File: config.mk
export PLATFORM = sky130hd
export DESIGN_NAME = reduce_sweep_gate
export DESIGN_NICKNAME = d
export VERILOG_FILES = /design/src/rtl/reduce_sweep_gate.sv
export SDC_FILE = /design/constraint.sdc
export NUM_CORES = 1
export LEC_CHECK = 0
export ABC_AREA = 1
export ABC_CLOCK_PERIOD_IN_PS = 1720
export BUFFER_PORTS_ARGS = -buffer_cell sky130_fd_sc_hd__buf_2
export CORE_ASPECT_RATIO = 0.8
export CORE_MARGIN = 8
export CORE_UTILIZATION = 47
export DETAILED_ROUTE_END_ITERATION = 7
export PLACE_DENSITY = 0.73
export SYNTH_ARGS = -nofsm -noshare
export SYNTH_HDL_FRONTEND = slang
export SYNTH_SLANG_ARGS = --single-unit
File: constraint.sdc
create_clock -name clk -period 1.72 [get_ports clk]
set_input_delay 0.258 -clock clk [delete_from_list [all_inputs] [get_ports clk]]
set_output_delay 0.258 -clock clk [all_outputs]
set_load 0.02 [all_outputs]
File: src/rtl/reduce_sweep_gate.sv
// N-input reduction gate (OR/AND/XOR/NOR) that sweeps every input vector once per start
// and records the results as a truth table and a ones count.
module reduce_sweep_gate #(
   parameter int N = 3
) (
   input  logic                  clk,
   input  logic                  rst,
   input  logic                  start,
   input  logic [1:0]            mode,
   output logic [N-1:0]          x,
   output logic                  f,
   output logic                  busy,
   output logic                  done,
   output logic [(1<<N)-1:0]     tt,
   output logic [N:0]            ones
);

   // state | meaning
   // IDLE  | waiting for start; done pulses here for one cycle after a sweep
   // SWEEP | evaluating vector x, one per clock, until x reaches 2^N-1

   localparam int W  = 1 << N;
   localparam int CW = N + 1;

   typedef enum logic {IDLE = 1'b0, SWEEP = 1'b1} state_t;

   state_t          state_q, state_d;
   logic [1:0]      mode_q, mode_d;
   logic [N-1:0]    x_q, x_d;
   logic            f_q, f_d;
   logic            busy_q, busy_d;
   logic            done_q, done_d;
   logic [W-1:0]    tt_q, tt_d;
   logic [CW-1:0]   ones_q, ones_d;
   logic            fn_val;
   logic            last_vec;

   always_comb begin
      fn_val = 1'b0;
      case (mode_q)
         2'b00:   fn_val = |x_q;
         2'b01:   fn_val = &x_q;
         2'b10:   fn_val = ^x_q;
         default: fn_val = ~(|x_q);
      endcase
   end

   assign last_vec = (x_q == {N{1'b1}});

   always_ff @(posedge clk or posedge rst) begin
      if (rst) state_q <= IDLE;
      else     state_q <= state_d;
   end

   always_comb begin
      state_d = state_q;
      case (state_q)
         IDLE:    if (start) state_d = SWEEP;
         SWEEP:   if (last_vec) state_d = IDLE;
         default: state_d = IDLE;
      endcase
   end

   // mode and start are only looked at in IDLE; a sweep always runs to completion on mode_q
   always_comb begin
      mode_d = mode_q;
      x_d    = x_q;
      f_d    = f_q;
      busy_d = busy_q;
      done_d = 1'b0;
      tt_d   = tt_q;
      ones_d = ones_q;
      case (state_q)
         IDLE: begin
            if (start) begin
               mode_d = mode;
               x_d    = '0;
               f_d    = 1'b0;
               busy_d = 1'b1;
               tt_d   = '0;
               ones_d = '0;
            end
         end
         SWEEP: begin
            tt_d[x_q] = fn_val;
            f_d       = fn_val;
            ones_d    = ones_q + CW'(fn_val);
            if (last_vec) begin
               x_d    = '0;
               busy_d = 1'b0;
               done_d = 1'b1;
            end else begin
               x_d = x_q + N'(1);
            end
         end
         default: ;
      endcase
   end

   always_ff @(posedge clk or posedge rst) begin
      if (rst) begin
         mode_q <= 2'b00;
         x_q    <= '0;
         f_q    <= 1'b0;
         busy_q <= 1'b0;
         done_q <= 1'b0;
         tt_q   <= '0;
         ones_q <= '0;
      end else begin
         mode_q <= mode_d;
         x_q    <= x_d;
         f_q    <= f_d;
         busy_q <= busy_d;
         done_q <= done_d;
         tt_q   <= tt_d;
         ones_q <= ones_d;
      end
   end

   assign x    = x_q;
   assign f    = f_q;
   assign busy = busy_q;
   assign done = done_q;
   assign tt   = tt_q;
   assign ones = ones_q;

endmodule

# Word-level counts from Yosys, hierarchy flattened
# Index checks and enable logic that the tools add are counted.
# totals
regBits	21
elab_cells	47
inputBits	5
output_inout_bits	18
# classes
bitwise_logic	2
reduce_logical	7
add_sub_neg	2
n_lt_le_gt_ge	2
mux	21
n_eq_ne	5
# op_table
operator	count
one-hot mux 8 bit (2 select lines)	1
bitwise mux 8 bit	1
two-way mux 1 bit	8
two-way mux 8 bit	1
one-hot mux 4 bit (2 select lines)	1
two-way mux 3 bit	2
one-hot mux 1 bit (2 select lines)	3
one-hot mux 3 bit (2 select lines)	1
adder 4 x 1 -> 4 bit	1
less-than comparator 3 x 4 -> 1 bit (second input constant)	1
two-way mux 4 bit	1
AND reduction 2 bit	2
adder 3 x 1 -> 3 bit (second input constant)	1
demux 1 bit (select 3 bit)	1
== test 3 bit (second input constant)	1
>= comparator 3 x 1 -> 1 bit (second input constant)	1
one-hot mux 1 bit (3 select lines)	1
AND reduction 3 bit	1
OR reduction 3 bit	1
XOR reduction 3 bit	1
== test 2 x 1 -> 1 bit (second input constant)	1
== test 2 bit (second input constant)	1
zero test 2 bit	1
inequality test 2 x 1 -> 1 bit (second input constant)	1
3 further kinds	4

# Depth between registers and ports, before layout
# Gate-level depths: netlist of run 1.
# logic_depth
ltp_word	6
mapped_depth	12
depth_no_buf	12

# Worst setup path after synthesis of run 1
# Ideal clock, no wire load.
# synth_timing
path_kind	reg-to-reg
start	register x_q[0], in the netlist x[0]
end	register ones_q[1], in the netlist ones[1]
setup_ns	0.121
path_buffers	0
slack_ns	-0.316
required_ns	1.599
stages_incl_launch_ff	11
arrival_ns	1.915
cell_sequence	dfrtp_1 -> inv_1 -> ha_1 -> inv_1 -> nand2_1 -> nand2_1 -> nand3_2 -> nand2_4 -> ha_1 -> ha_1 -> a22o_1
# synth_between
elab_chain_cells	5
# synth_rtl
item	line_no	rtl
start, declared	29	logic [N-1:0] x_q, x_d;
start signal, assigned	103	x_q <= '0;
start signal, assigned	111	x_q <= x_d;
OR reduction 3 bit	41, 44	
inverter 1 bit	44	default: fn_val = ~(|x_q);
one-hot mux 1 bit (3 select lines) *	40	case (mode_q)
adder 4 x 1 -> 4 bit *	87	ones_d = ones_q + CW'(fn_val);
one-hot mux 4 bit (2 select lines) *	73	case (state_q)
end signal, assigned	116	ones_q <= ones_d;
end, declared	34	logic [CW-1:0] ones_q, ones_d;
# Every way passes the cells marked *; elsewhere a longest branch is shown, timed or not.
# A chain may end at the register's enable or synchronous reset.

# Worst setup path after layout of run 1
# layout_timing
start	register x_q[1], in the netlist x[1]
end	register ones_q[1], in the netlist ones[1]
# Same word-level chain as after synthesis.

==> results of run 1 <==
## metal layers
metal | part of all wire | up-vias | wire length (um) | global-route usage
met3 | 0.053 | 5 | 124 | 0.0538
met1 | 0.47 | 417 | 1090 | 0.156
met2 | 0.46 | 17 | 1070 | 0.191
met5 | 0 | - | 0 | 0
li1 | - | 448 | - | -
met4 | 0.018 | 0 | 42 | 0.0525
## placed cells by master (no fill, tap or decap)
master / Yosys / final
nand2_1: 36 / 31
buf_2: 1 / 22
dfrtp_1: 21 / 19
inv_1: 16 / 13
nor2_1: 9 / 9
buf_4: 1 / 9
nand2_2: 3 / 8
nand3_1: 6 / 6
inv_2: 2 / 5
ha_4: 0 / 5
o21ai_1: 2 / 3
a21oi_1: 3 / 3
clkbuf_4: 0 / 3
a22o_1: 2 / 2
nand3b_1: 2 / 2
o211ai_1: 2 / 2
dfrtp_2: 0 / 2
nor2_4: 1 / 1
nand3_2: 1 / 1
o211ai_2: 1 / 1
nand2_4: 1 / 1
or2_1: 1 / 1
mux2_1: 1 / 1
o22ai_1: 1 / 1
nand4_1: 1 / 1
clkinv_2: 0 / 1
dlygate4sd3_1: 0 / 1
## critical path, stage by stage (launching register included)
cell     delay (ns)
dfrtp_2        0.46
ha_4           0.18
ha_4           0.16
nand2_2        0.06
nand2_2        0.05
nand3_2        0.09
nand2_4        0.05
ha_4           0.17
ha_4           0.21
a22o_1         0.20
## timing repair
action / CTS / global route
pin swaps: 0 / 2
buffers inserted: 2 / 0
gates resized for setup: 0 / 6
hold buffers: 1 / 0
setup endpoints to repair: 1 / 2
hold endpoints to repair: 21 / 0
## synthesized netlist by cell type (all sizes together)
library cell and instances:
a21oi 3, o22ai 1, buf 2, or2 1
o21ai 3, nor2 10, inv 18, nand4 1
nand2 40, dfrtp 21, o211ai 3, ha 5
a22o 2, mux2 1, nand3 7, nand3b 2
## path summary, 6_finish.rpt
check | start | slack (ns) | cells past startpoint | end
setup / recovery | x[1] | 0.002 | 9 | ones[1]
hold / removal | mode[0] | 0.15 | 2 | mode_q[0]
setup reg to reg | x[1] | 0.002 | 9 | ones[1]
hold reg to reg | ones[3] | 0.48 | 1 | ones[3]
max in group asynchronous | rst | 0.98 | 4 | x[1]
min in group asynchronous | rst | 0.49 | 4 | tt[2]
## power by group through the flow
stage	clock [W]	sequential, W	combinational, W
floorplan	0	0.00108	0.000873
global placement	0	0.000891	0.00151
detailed placement	0	0.000900	0.00157
CTS	0.000253	0.000885	0.00161
global route	0.000272	0.000921	0.00179
finish	0.000240	0.000891	0.00162
## cells by family after synthesis
logic type / synth area share
compound gates: 0.0783
simple gates: 0.267
buf+inv: 0.0771
fa+ha+maj: 0.0602
mux: 0.0108
flops: 0.506
## through the flow
| stage | total power (W) | setup WS [ns] | cell area [um2] | util |
|---|---|---|---|---|
| floorplan | 0.00196 | -0.0653 | 1100 | - |
| global placement | 0.00240 | 0.0407 | 1280 | 0.606 |
| detailed placement | 0.00247 | -0.00261 | 1280 | 0.606 |
| CTS | 0.00275 | -0.00610 | 1340 | 0.631 |
| global route | 0.00298 | -0.0573 | 1350 | 0.637 |
| finish | 0.00275 | 0.00174 | 1350 | 0.637 |
## registers in the layout (all words and copies together) (netlist names)
signal and count:
tt 8, ones 4, x 3, mode_q 2, busy 1, done 1, f 1, state_q 1
## cell type report
cell class / count / share of cell area
Clock buffer: 3 / 0.0167
Clock inverter: 1 / 0.00371
Inverter: 18 / 0.0500
Multi-Input combinational cell: 79 / 0.376
Sequential cell: 21 / 0.391
Tap cell: 25 / 0.0232
Timing Repair Buffer: 32 / 0.139
==> flow_summary.yaml, run 1 <==
detailed_routing:
  drt-total-wl_um: 2330
  initialDrtViolationCount: 33
  vias: 887
  vias_per_cell: 4.96
  wl_per_cell_um: 13.0
  drt_pass1_iterations: 4
  antenna_violating_nets_post_route: 0
  drc: 0
sta:
  relSlewSlack: 0.821
  fin_skew_ns: 0.00590
  maxSlewViolCount: 0
  clock.fmax_mhz: 582
  worst_pin_slew_ns: 0.269
  min_period_over_period: 0.999
  holdWs_ns: 0.153
  fin_crit_ns: 1.72
  tns_ns: 0
  setup_viol: 0
  hold_viol: 0
  grt_setup_unrepaired: "true"
yosys:
  synth_seq_cells: 21
  syn_nets: 130
  syn_inst: 120
  seq_area_frac_synth: 0.506
  synth_top_area_cell: "dfrtp_1"
  yosys_warnings: 0
  synth.top_cell.area_share: 0.506
  syn_area_um2: 1040
  ys_top_cells_by_area: "dfrtp_1 51%, nand2_1 13%, ha_1 6.0%"
  avgSynthCellArea_um2: 8.65
  yosys.cell_types.count: 24
finish:
  antenna_cells: 0
  n_fill_cell: 179
  fin_nets: 165
  multiInputGateArea_um2: 508
  syn_to_final_growth_pct: 30.0
  seqCellArea_um2: 528
  drive_gt1_frac: 0.383
  stdcell_count: 179
place:
  dp_cells: 172
  place.gp.congestion: 0.935
  port_buffers: 22
  place_hpwl_um: 1800
cts:
  cts_tree: "built"
  clockBufferDepth: 2
  htree_levels: 1
  clock-sinks: 21
  clock_tree.root_cell: "clkbuf_4"
  clk_pin_slew_ns: 0.12
  cts_inserted_buffers: 3
  clk_latency_ns: 0.31
global_route:
  grt_pass1_vias: 867
  grt_overflow: 0
  grt_max_degree: 22
  antenna_found_initial: 0
  grtUsageTotal: 0.128
  grt_pass1_wl_um: 3860
die:
  num_rows: 15
  die_h_um: 58.0
  dieArea_um2: 3980
  start_util: 0.490
  pin_count: 23
  dieWidth_um: 68.6
  core_um2: 2120
pwr:
  p_seq_frac: 0.324
  p_per_area_nw_per_um2: 2040
  p_leak_nw: 0.757
  switching_share: 0.468
  p_int_w: 0.00146
  ir_drop_mv: 1.29
  combPwrFrac: 0.589
  pwr-share-clk: 0.087
  p_sw_w: 0.00129
critical_path:
  critical_path_class: "register to register"
  path_max_fanout: 3
  endpoint_kind: "register"
  cp.arrival_ns: 1.93
  start_kind: "register"
  worstPathRequired_ns: 1.93
outcome:
  status: "finished, final reports clean"
job:
  max-cap-violations: 0
hold_path:
  hp-class: "primary input to register"
Power figures use the tool's default switching activity.
==> run 2: changes to the inputs <==
--- a/config.mk
+++ b/config.mk
@@ -11,8 +11,10 @@
 export CORE_ASPECT_RATIO = 0.8
 export CORE_MARGIN = 8
 export CORE_UTILIZATION = 47
+export CTS_BUF_LIST = sky130_fd_sc_hd__clkbuf_8 sky130_fd_sc_hd__clkbuf_16
 export DETAILED_ROUTE_END_ITERATION = 7
 export PLACE_DENSITY = 0.73
+export REMOVE_ABC_BUFFERS = 1
 export SYNTH_ARGS = -nofsm -noshare
 export SYNTH_HDL_FRONTEND = slang
 export SYNTH_SLANG_ARGS = --single-unit
==> flow_summary.yaml, run 2 (synthesis gave the netlist of run 1 again) <==
cts:
  cts_tree: "built"
  clk_latency_ns: 0.27
  clk_pin_slew_ns: 0.08
  htree_levels: 1
  cts_inserted_buffers: 3
  holdBufCountCts: 0
  clock_tree.root_cell: "clkbuf_8"
  clock-sinks: 21
  clockBufferDepth: 2
global_route:
  antenna_found_initial: 0
  use_met1: 0.158
  grt_pass1_vias: 876
  grt_overflow: 0
  met2_usage: 0.208
  grt_busiest_layer: "met2"
  grt_pass1_wl_um: 4000
  use_met3: 0.0500
  grt_max_degree: 22
  grtUsageTotal: 0.134
critical_path:
  r2r-start: "x[0]"
  endpoint_kind: "register"
  worst-r2r-setup-slack_ns: 0.008
  critPathMaxStageDelay_ns: 0.41
  cp_slowest_cell: "dfrtp_1"
  r2r_cells: 9
  worstPathRequired_ns: 1.87
  start_kind: "register"
  crit_top_cell: "ha_4"
  path_cells: "ha_2, ha_4, nand2_1, nand2_1, nand3_2, nand2_4, ha_4, ha_4, a22o_1"
  r2r-end: "ones[1]"
  crit_family: "adder cells"
  cp-startpoint: "x[0]"
  crit_buf_inv: 0
  cp.arrival_ns: 1.86
  path_max_fanout: 3
  critical_path_class: "register to register"
outcome:
  status: "complete, but fails checks"
  violations: "hold timing"
sta:
  hold_viol: 6
  tns_ns: 0
  relSlewSlack: 0.823
  setup_viol: 0
  holdWs_ns: -0.00249
  fin_crit_ns: 1.71
  fin_skew_ns: 0.00930
  min_period_over_period: 0.996
  maxSlewViolCount: 0
  grt_setup_unrepaired: "true"
  clock.fmax_mhz: 584
  worst_pin_slew_ns: 0.266
finish:
  final_cell_mix: "35 x nand2_1, 22 x buf_2, 21 x dfrtp_1, 15 x buf_4, 13 x inv_1"
  largest_reg_flops: 8
  fin_nets: 170
  antenna_cells: 0
  final_core_util: 0.656
  stdcell_count: 184
  layout_commonest_cell: "nand2_1"
  syn_to_final_growth_pct: 34.0
  n_fill_cell: 167
  drive_gt1_frac: 0.377
die:
  core_um2: 2120
  dieArea_um2: 3980
  pin_count: 23
  start_util: 0.490
  dieWidth_um: 68.6
  num_rows: 15
  die_h_um: 58.0
place:
  place_hpwl_um: 1720
  place.gp.congestion: 0.873
  port_buffers: 22
  dp_cells: 177
detailed_routing:
  drt_pass1_iterations: 4
  wl_per_cell_um: 13.3
  vias_per_cell: 4.89
  drc: 0
  vias: 899
  initialDrtViolationCount: 38
  antenna_violating_nets_post_route: 0
  drt-total-wl_um: 2450
pwr:
  ir_drop_mv: 1.53
  p_per_area_nw_per_um2: 2110
  p_leak_nw: 0.796
  fin_total_pwr_w: 0.00294
job:
  max-cap-violations: 0
hold_path:
  hp-class: "primary input to async pin"
-- run 2: timing repair --
| item | CTS | global route |
|---|---|---|
| setup buffers | 2 | 1 |
| setup endpoints to repair | 2 | 2 |
| pin swaps | 4 | 3 |
| resized for setup | 9 | 5 |
-- run 2: power breakdown --
part           internal, W  switching [W]  leakage (nW)
Clock             0.000162       0.000168        0.0255
Sequential        0.000698       0.000170         0.265
Combinational     0.000753       0.000992         0.505
-- run 2: routing by layer --
layer  part of all wire  wire [um]
met1               0.45       1100
met2               0.48       1160
met5                  0          0
met4              0.015         36
met3              0.059        145
-- run 2: area by class of cell --
cell class                 count  area (um2)  area share
tap                           25        31.3      0.0225
inverter                      18        67.6      0.0486
multi-input combinational     79         498       0.358
clock buffer                   3        41.3      0.0297
timing repair buffer          37         223       0.160
sequential                    21         526       0.378
clock inverter                 1        5.00     0.00360
-- run 2: worst max path at each step --
stage               endpoint  cells past startpoint  slack [ns]
floorplan            ones[1]                     10       -0.32
finish               ones[1]                      9       0.008
global route         ones[1]                      9       -0.06
detailed placement   ones[1]                     10       -0.14
global placement     ones[1]                     10       -0.07
CTS                  ones[1]                      9        0.01
-- run 2: through the flow --
stage          worst slack, ns  cell area, um2
2_1_floorplan           -0.316            1030
3_3_place_gp           -0.0687            1260
3_5_place_dp            -0.142            1260
4_1_cts                 0.0112            1370
5_1_grt                -0.0609            1390
6_report               0.00759            1390
-- run 2: worst register-to-register path, delay by kind of cell, from the launching register on --
kind / cells / cell delay [ns]
compound gates: 1 / 0.20
fa+ha+maj: 4 / 0.74
flops: 1 / 0.41
simple gates: 4 / 0.27
